--- src/rtl/powlib_busburst_pkg.sv ---
// Shared types for the burst bus master: FSM state encoding.
package powlib_busburst_pkg;

    typedef enum logic {
        ST_IDLE  = 1'b0,
        ST_BURST = 1'b1
    } state_e;

endpackage

--- src/rtl/powlib_busburst_addrgen.sv ---
// Burst address counter. With POWLIB_BUSBURST_WRAP_EN defined the count wraps
// inside an aligned 2^B_WRAPW-beat window; otherwise it increments linearly.
module powlib_busburst_addrgen #(
    parameter int B_AW    = 8,
    parameter int B_WRAPW = 2
) (
    input  logic            clk,
    input  logic            rst,
    input  logic            load,
    input  logic            step,
    input  logic [B_AW-1:0] load_addr,
    output logic [B_AW-1:0] addr
);

    logic [B_AW-1:0] addr_r;
    logic [B_AW-1:0] addr_inc_s;

`ifdef POWLIB_BUSBURST_WRAP_EN
    // Upper bits stay pinned to the command's window, low bits roll over.
    always_comb begin
        addr_inc_s = {addr_r[B_AW-1:B_WRAPW], addr_r[B_WRAPW-1:0] + B_WRAPW'(1)};
    end
`else
    logic unused_wrap_s;
    assign unused_wrap_s = ^B_WRAPW;

    // Plain modulo-2^B_AW increment.
    always_comb begin
        addr_inc_s = addr_r + B_AW'(1);
    end
`endif

    // Address register: load on command accept, advance on each accepted beat.
    always_ff @(posedge clk) begin
        if (rst) begin
            addr_r <= {B_AW{1'b0}};
        end else if (load) begin
            addr_r <= load_addr;
        end else if (step) begin
            addr_r <= addr_inc_s;
        end else begin
            addr_r <= addr_r;
        end
    end

    assign addr = addr_r;

endmodule

--- src/rtl/powlib_busburst.sv ---
// Burst bus master: turns (address, length) commands plus a data stream into
// addressed bus beats. Optional wrap mode: define POWLIB_BUSBURST_WRAP_EN.
module powlib_busburst
    import powlib_busburst_pkg::*;
#(
    parameter int         B_AW    = 8,
    parameter int         B_DW    = 8,
    parameter int         LW      = 4,
    parameter int         EAR     = 0,
    parameter logic [63:0] ID     = "BUSBURST",
    parameter int         EDBG    = 0,
    parameter int         B_WRAPW = 2
) (
    input  logic            clk,
    input  logic            rst,
    input  logic [B_AW-1:0] cmdaddr,
    input  logic [LW-1:0]   cmdlen,
    input  logic            cmdvld,
    output logic            cmdrdy,
    input  logic [B_DW-1:0] indata,
    input  logic            invld,
    output logic            inrdy,
    output logic [B_DW-1:0] wrdata,
    output logic [B_AW-1:0] wraddr,
    output logic            wrvld,
    input  logic            wrrdy,
    input  logic            wrnf,
    output logic            done
);

    state_e          state_r;
    state_e          state_nxt_s;
    logic [LW-1:0]   rem_r;
    logic [B_AW-1:0] addr_s;
    logic            cmd_hs_s;
    logic            in_hs_s;
    logic            last_r;
    logic            wrvld_r;
    logic            done_r;
    logic [B_DW-1:0] wrdata_r;
    logic [B_AW-1:0] wraddr_r;
    logic            unused_s;

    assign unused_s = ^{EAR, EDBG, ID};

    // Input is only taken when the output stage is free (or draining this cycle),
    // so a new burst's first beat can never overtake a pending last beat.
    assign cmdrdy   = (state_r == ST_IDLE) && !rst;
    assign inrdy    = (state_r == ST_BURST) && !rst && (!wrvld_r || wrrdy) && !wrnf;
    assign cmd_hs_s = cmdvld && cmdrdy;
    assign in_hs_s  = invld && inrdy;

    powlib_busburst_addrgen #(
        .B_AW    (B_AW),
        .B_WRAPW (B_WRAPW)
    ) u_addrgen (
        .clk       (clk),
        .rst       (rst),
        .load      (cmd_hs_s),
        .step      (in_hs_s),
        .load_addr (cmdaddr),
        .addr      (addr_s)
    );

    // Next-state logic for the command/burst FSM.
    always_comb begin
        state_nxt_s = state_r;
        case (state_r)
            ST_IDLE: begin
                if (cmd_hs_s) state_nxt_s = ST_BURST;
                else          state_nxt_s = ST_IDLE;
            end
            ST_BURST: begin
                if (in_hs_s && (rem_r == {LW{1'b0}})) state_nxt_s = ST_IDLE;
                else                                  state_nxt_s = ST_BURST;
            end
            default: state_nxt_s = ST_IDLE;
        endcase
    end

    // FSM state and remaining-beat counter.
    always_ff @(posedge clk) begin
        if (rst) begin
            state_r <= ST_IDLE;
            rem_r   <= {LW{1'b0}};
        end else begin
            state_r <= state_nxt_s;
            if (cmd_hs_s)     rem_r <= cmdlen;
            else if (in_hs_s) rem_r <= rem_r - LW'(1);
            else              rem_r <= rem_r;
        end
    end

    // Output-stage control: valid, last-beat flag and completion pulse.
    always_ff @(posedge clk) begin
        if (rst) begin
            wrvld_r <= 1'b0;
            last_r  <= 1'b0;
            done_r  <= 1'b0;
        end else begin
            done_r <= wrvld_r && wrrdy && last_r;
            if (in_hs_s) begin
                wrvld_r <= 1'b1;
                last_r  <= (rem_r == {LW{1'b0}});
            end else if (wrrdy) begin
                wrvld_r <= 1'b0;
                last_r  <= last_r;
            end else begin
                wrvld_r <= wrvld_r;
                last_r  <= last_r;
            end
        end
    end

    // Output-stage payload; meaningless while wrvld is low, so left unreset.
    always_ff @(posedge clk) begin
        if (in_hs_s) begin
            wrdata_r <= indata;
            wraddr_r <= addr_s;
        end else begin
            wrdata_r <= wrdata_r;
            wraddr_r <= wraddr_r;
        end
    end

    assign wrvld  = wrvld_r;
    assign wrdata = wrdata_r;
    assign wraddr = wraddr_r;
    assign done   = done_r;

endmodule

--- config.mk ---
export PLATFORM = sky130hd
export DESIGN_NAME = powlib_busburst
export DESIGN_NICKNAME = d
export VERILOG_FILES = /design/src/rtl/powlib_busburst_pkg.sv /design/src/rtl/powlib_busburst_addrgen.sv /design/src/rtl/powlib_busburst.sv
export SDC_FILE = /design/constraint.sdc
export NUM_CORES = 1
export LEC_CHECK = 0
export BUFFER_PORTS_ARGS = -buffer_cell sky130_fd_sc_hd__buf_4
export CAP_MARGIN = 10
export CORE_ASPECT_RATIO = 1.75
export CORE_MARGIN = 2
export CORE_UTILIZATION = 30
export DETAILED_ROUTE_END_ITERATION = 10
export HOLD_SLACK_MARGIN = 0.05
export SYNTH_ARGS = -nofsm -noshare
export SYNTH_HDL_FRONTEND = slang
export SYNTH_SLANG_ARGS = --single-unit
--- constraint.sdc ---
create_clock -name clk -period 2.95 [get_ports clk]
set_input_delay 0.1475 -clock clk [delete_from_list [all_inputs] [get_ports clk]]
set_output_delay 0.1475 -clock clk [all_outputs]
set_load 0.01 [all_outputs]
* After elaboration in Yosys (flattened, before gate mapping)
Index checks and enable logic that the tools add are counted.
** Word-level totals
- Register bits :: 32
- Word-level logic and storage cells :: 36
- Output and inout port bits :: 20
- Bits of input ports :: 26
** Operators by class
- Add/subtract/negate cells :: 2
- Muxes and demuxes :: 9
- Bitwise gates (word level) :: 1
- Reductions and logical operators :: 16
** Operators by type and width (number)
- 2-to-1 mux 8 bit :: 2
- logical AND 1 bit :: 9
- adder 8 x 1 -> 8 bit, second input constant :: 1
- 2-to-1 mux 4 bit :: 2
- zero test 4 bit :: 1
- 2-to-1 mux 1 bit :: 4
- nonzero test 2 bit :: 2
- subtractor 4 x 1 -> 4 bit, second input constant :: 1
- zero test 1 bit :: 3
- case mux 1 bit (2 select lines) :: 1
- logical OR 1 bit :: 1
- inverter 1 bit :: 1

* Depth between registers and ports, before layout
- Depth after elaboration :: 8
- Depth in mapped cells :: 5
- Mapped depth without buffers :: 5

* Cells and area by module
Synthesis repeated with hierarchy kept, for this count alone.
** Unflattened totals
- Cells, all modules :: 113
- Area, all modules :: 1358.8 µm²
** Modules (own cells, without submodules)
- powlib_busburst :: cells each 60, area an instance 894.6 µm², instances 1, seq. area each 640.6 µm²
- powlib_busburst_addrgen :: cells each 53, area an instance 464.2 µm², instances 1, seq. area each 160.2 µm²

* Worst setup path after synthesis
No wires, ideal clock.
- Path type :: reg-to-reg
- Start :: reg state_r
- End :: reg u_addrgen.addr_r[1] (netlist: u_addrgen.addr[1])
- Buffers on the path :: 0
- Library setup time :: 0.091 ns
- Cell stages (with the launch flop) :: 6
- Slack :: 1.618 ns
- Data arrival time :: 1.241 ns
- Data required time :: 2.859 ns
- Path through :: dfxtp_1 -> and4bb_4 -> nand2_4 -> clkinv_4 -> nand2_1 -> a311oi_1
** Between the ends
- Cells in the longest elaborated chain, start to end :: 5
- Elaborated cells between the ends (all ways) :: 9
- Classes of those cells :: mux (1); bitwise (1); reduce/logical (7)
** Ends and longest elaborated chain
- from (decl) :: line powlib_busburst.sv:31 : state_e state_r;
- from (signal assigned) :: line powlib_busburst.sv:87 : state_r <= state_nxt_s;
- logical AND 1 bit (3 in a row) :: line powlib_busburst.sv:49 : assign inrdy = (state_r == ST_BURST) && !rst && (!wrvld_r || wrrdy) && !wrnf;
- logical AND 1 bit :: line powlib_busburst.sv:51 : assign in_hs_s = invld && inrdy;
- named net in_hs_s :: line powlib_busburst.sv:36 : logic in_hs_s;
- nonzero test 2 bit (no line)
- to (signal assigned) :: line powlib_busburst_addrgen.sv:38 : addr_r <= load_addr;
- to (signal assigned) :: line powlib_busburst_addrgen.sv:40 : addr_r <= addr_inc_s;
- to (signal assigned) :: line powlib_busburst_addrgen.sv:42 : addr_r <= addr_r;
- to (decl) :: line powlib_busburst_addrgen.sv:15 : logic [B_AW-1:0] addr_r;
The timed path passes the listed nets, and every way through them passes these cells.
A chain may end at the register's enable or synchronous reset.

* Final worst setup path
- Start :: reg state_r
- End :: reg state_r
** Between the ends
- Cells in the longest elaborated chain, start to end :: 7
- Elaborated cells between the ends (all ways) :: 11
- Classes of those cells :: mux (3); bitwise (1); reduce/logical (7)
** Ends and longest elaborated chain
- logical AND 1 bit (3 in a row) :: line powlib_busburst.sv:49
- logical AND 1 bit :: line powlib_busburst.sv:51
- named net in_hs_s :: line powlib_busburst.sv:36
- logical AND 1 bit :: line powlib_busburst.sv:74 : if (in_hs_s && (rem_r == {LW{1'b0}})) state_nxt_s = ST_IDLE;
- 2-to-1 mux 1 bit :: line powlib_busburst.sv:74
- case mux 1 bit (2 select lines) :: line powlib_busburst.sv:68 : case (state_r)
The timed path passes the listed nets, and every way through them passes these cells.

==> metrics.txt <==
outcome finished clean; buffer levels on the longest clock path 2; vias per cell 4.84; warning count from the yosys run 0; Synth Flop Type sky130_fd_sc_hd__edfxtp_1; unique cell type count in the Yosys netlist 33; final count of hold timing violations 0; worst supply voltage drop on vdd 0.345 mV; PD cells 480 nW/µm²; smallest setup slack after layout 1.44 ns; leading cell types by count after synthesis sky130_fd_sc_hd__dfxtp_1 (16), sky130_fd_sc_hd__edfxtp_1 (16), sky130_fd_sc_hd__nand2_1 (10), sky130_fd_sc_hd__nor2_1 (8), sky130_fd_sc_hd__o21ai_0 (7); All-Layer GR Usage 12.5%; global-route wire length before repair 4.57 mm; Period Utilization, post-route 51.3%; worst reg-to-reg path cell count 5; post-synth top area cell sky130_fd_sc_hd__edfxtp_1; cell at the root of the clock tree sky130_fd_sc_hd__clkbuf_8; DR iter-0 viols 19; insertion delay of the later-clocked pin in the worst-skew pair 0.28 ns; count of state elements after synthesis 32; IO buf count 45; number of antenna-violating nets in the routed design 0; Std-Cell Rows 32; Detail Placement HPWL 2.21 mm; post-detailed-route wirelength per cell 13.2 µm; Initial Utilization 30.9%; clock period minus final worst setup slack 1.51 ns; wirelength, routed 2.93 mm; antenna cells 0; maximum clock frequency 0.660 GHz; peak fanout along the critical path 21; hold_ws 0.0715 ns; buffer count from post-CTS setup fixing 0; WP data required 3.12 ns; final worst clock skew 0.00226 ns; clock sink count 32; Die Span Y 92.7 µm; # setup viols final 0; per-instance average area after synthesis 11.8 µm²; width of the die 54.7 µm; largest net degree at the start of global routing 22; RSZ-0062 raised after global routing no; worst slack at placement 1.44 ns; Hold-fix buffers, CTS 8; post-cts repair resize count 0; leak pwr 0.000713 µW; clock input transition at the sequential cells of the worst setup and hold paths 0.06 ns; core footprint 4360 µm²; synth-to-layout area growth 40.5%; number of global-route vias before repair 1119; type of element launching the critical path flip-flop; number of nets produced by synthesis 142; worst hold path stage count 3; sequential share of the synthesized area 59.4%; total number of vias 1080; IO Pins 46; gr ovfl total 0; Layout Cells excl Fill 223; count of mapped cells out of synthesis 114; arrival time at the worst endpoint 1.69 ns; max-slew violation count 0; ranking of synthesized cells by area sky130_fd_sc_hd__edfxtp_1 (36%), sky130_fd_sc_hd__dfxtp_1 (24%), sky130_fd_sc_hd__xnor2_1 (3.9%); worst min-delay path class primary input to flip-flop; final estimated routing congestion in global placement 0.828; clock buffers created by TritonCTS 5; number of flops mapped to enable cells by yosys 16; Worst Setup Path Type flip-flop to flip-flop; number of nets in the layout 199; area share of the largest cell type after synthesis 35.6%; initial antenna violation count 0; Post-Syn Area 1350 µm²; Clock H-tree levels 2; router iterations before antenna repair 4; Synth async-reset ratio 0%; fraction of final layout cells sized beyond drive strength 1 33.7%; normalized max-slew margin 61.3%; element type at the critical path end flip-flop; clock tree from TritonCTS yes; Total Negative Setup Slacks 0 ns; post-placement cell count 207; number of max-cap violations 0; full die area 5070 µm²; DRC errors left 0; slew at the pin closest to its max-slew limit 0.581 ns
==> final timing paths <==
check                    start           endpoint  slack (ns)
max reg2reg            state_r            state_r        1.44
min reg2reg  u_addrgen.addr[7]          wraddr[7]        0.45
max                    state_r            state_r        1.44
min                 cmdaddr[4]  u_addrgen.addr[4]        0.07
==> placed cells by master, fill, tap and decap left out, types with 2 or more instances in the layout <==
cell,netlist,layout
sky130_fd_sc_hd__buf_4,1,45
sky130_fd_sc_hd__dfxtp_1,16,16
sky130_fd_sc_hd__edfxtp_1,16,16
sky130_fd_sc_hd__nand2_1,10,10
sky130_fd_sc_hd__nor2_1,8,8
sky130_fd_sc_hd__dlygate4sd3_1,0,8
sky130_fd_sc_hd__o21ai_0,7,7
sky130_fd_sc_hd__nand3_1,6,6
sky130_fd_sc_hd__xnor2_1,6,6
sky130_fd_sc_hd__nor3_1,5,5
sky130_fd_sc_hd__a211oi_1,5,5
sky130_fd_sc_hd__clkbuf_8,0,5
sky130_fd_sc_hd__a21oi_1,4,4
sky130_fd_sc_hd__inv_1,3,3
sky130_fd_sc_hd__xor2_1,3,3
sky130_fd_sc_hd__nand2b_1,2,2
sky130_fd_sc_hd__nand4_1,2,2
sky130_fd_sc_hd__ha_1,2,2
sky130_fd_sc_hd__clkinv_1,0,2
==> per-layer routing <==
| layer | vias to the layer above | GRT usage, % | part of all wire (%) |
|---|---|---|---|
| met1 | 493 | 10.8 | 37 |
| li1 | 530 | - | - |
| met4 | 0 | 6.46 | 1.7 |
| met3 | 6 | 4.68 | 8.2 |
| met5 | - | 0 | 0 |
| met2 | 51 | 22.9 | 53 |
==> cell families after synthesis <==
| group | Yosys count | synth area share [%] |
|---|---|---|
| adder cells (fa/ha/maj) | 2 | 1.85 |
| XOR/XNOR | 9 | 5.84 |
| buffers and inverters | 7 | 2.60 |
| flip-flops | 32 | 59.4 |
| AND/OR/NAND/NOR | 43 | 20.2 |
| AO/OA/AOI/OAI | 21 | 10.1 |
==> through the flow <==
| stage | power (µW) | utilization, % | instance area (µm²) |
|---|---|---|---|
| floorplan | 557 | - | 1350 |
| detailed placement | 605 | 39.8 | 1740 |
| global placement | 603 | 39.8 | 1740 |
| CTS | 923 | 43.4 | 1900 |
| finish | 909 | 43.4 | 1900 |
| global route | 953 | 43.4 | 1900 |
==> layout make-up <==
class,count,area [µm²]
fillers,422,2470
flip-flops and latches,32,801
multi-input cells,75,513
repair buffers,53,418
clock buffers,6,72.6
well taps,51,63.8
inverters,4,20.0
clock inverters,2,7.51
==> where the power goes <==
| group | internal [µW] | switching, µW | leakage, µW | total [µW] |
|---|---|---|---|---|
| logic | 58.1 | 42.3 | 0.000398 | 100 |
| registers | 485 | 17.3 | 0.000275 | 503 |
| clock network | 160 | 146 | 0.0000403 | 306 |
==> critical path: stages (launching register included) <==
cell and delay [ns]:
sky130_fd_sc_hd__dfxtp_1 0.50, sky130_fd_sc_hd__and4bb_4 0.34, sky130_fd_sc_hd__nand2_4 0.08, sky130_fd_sc_hd__clkinv_4 0.18, sky130_fd_sc_hd__nand4_1 0.14, sky130_fd_sc_hd__o211a_1 0.16
==> state kept, by name, indices dropped and copies added (netlist names) <==
register / cells
wraddr: 8
wrdata: 8
done: 1
rem_r: 4
u_addrgen.addr: 8
wrvld: 1
state_r: 1
last_r: 1
(Power assumes the default switching activity.)
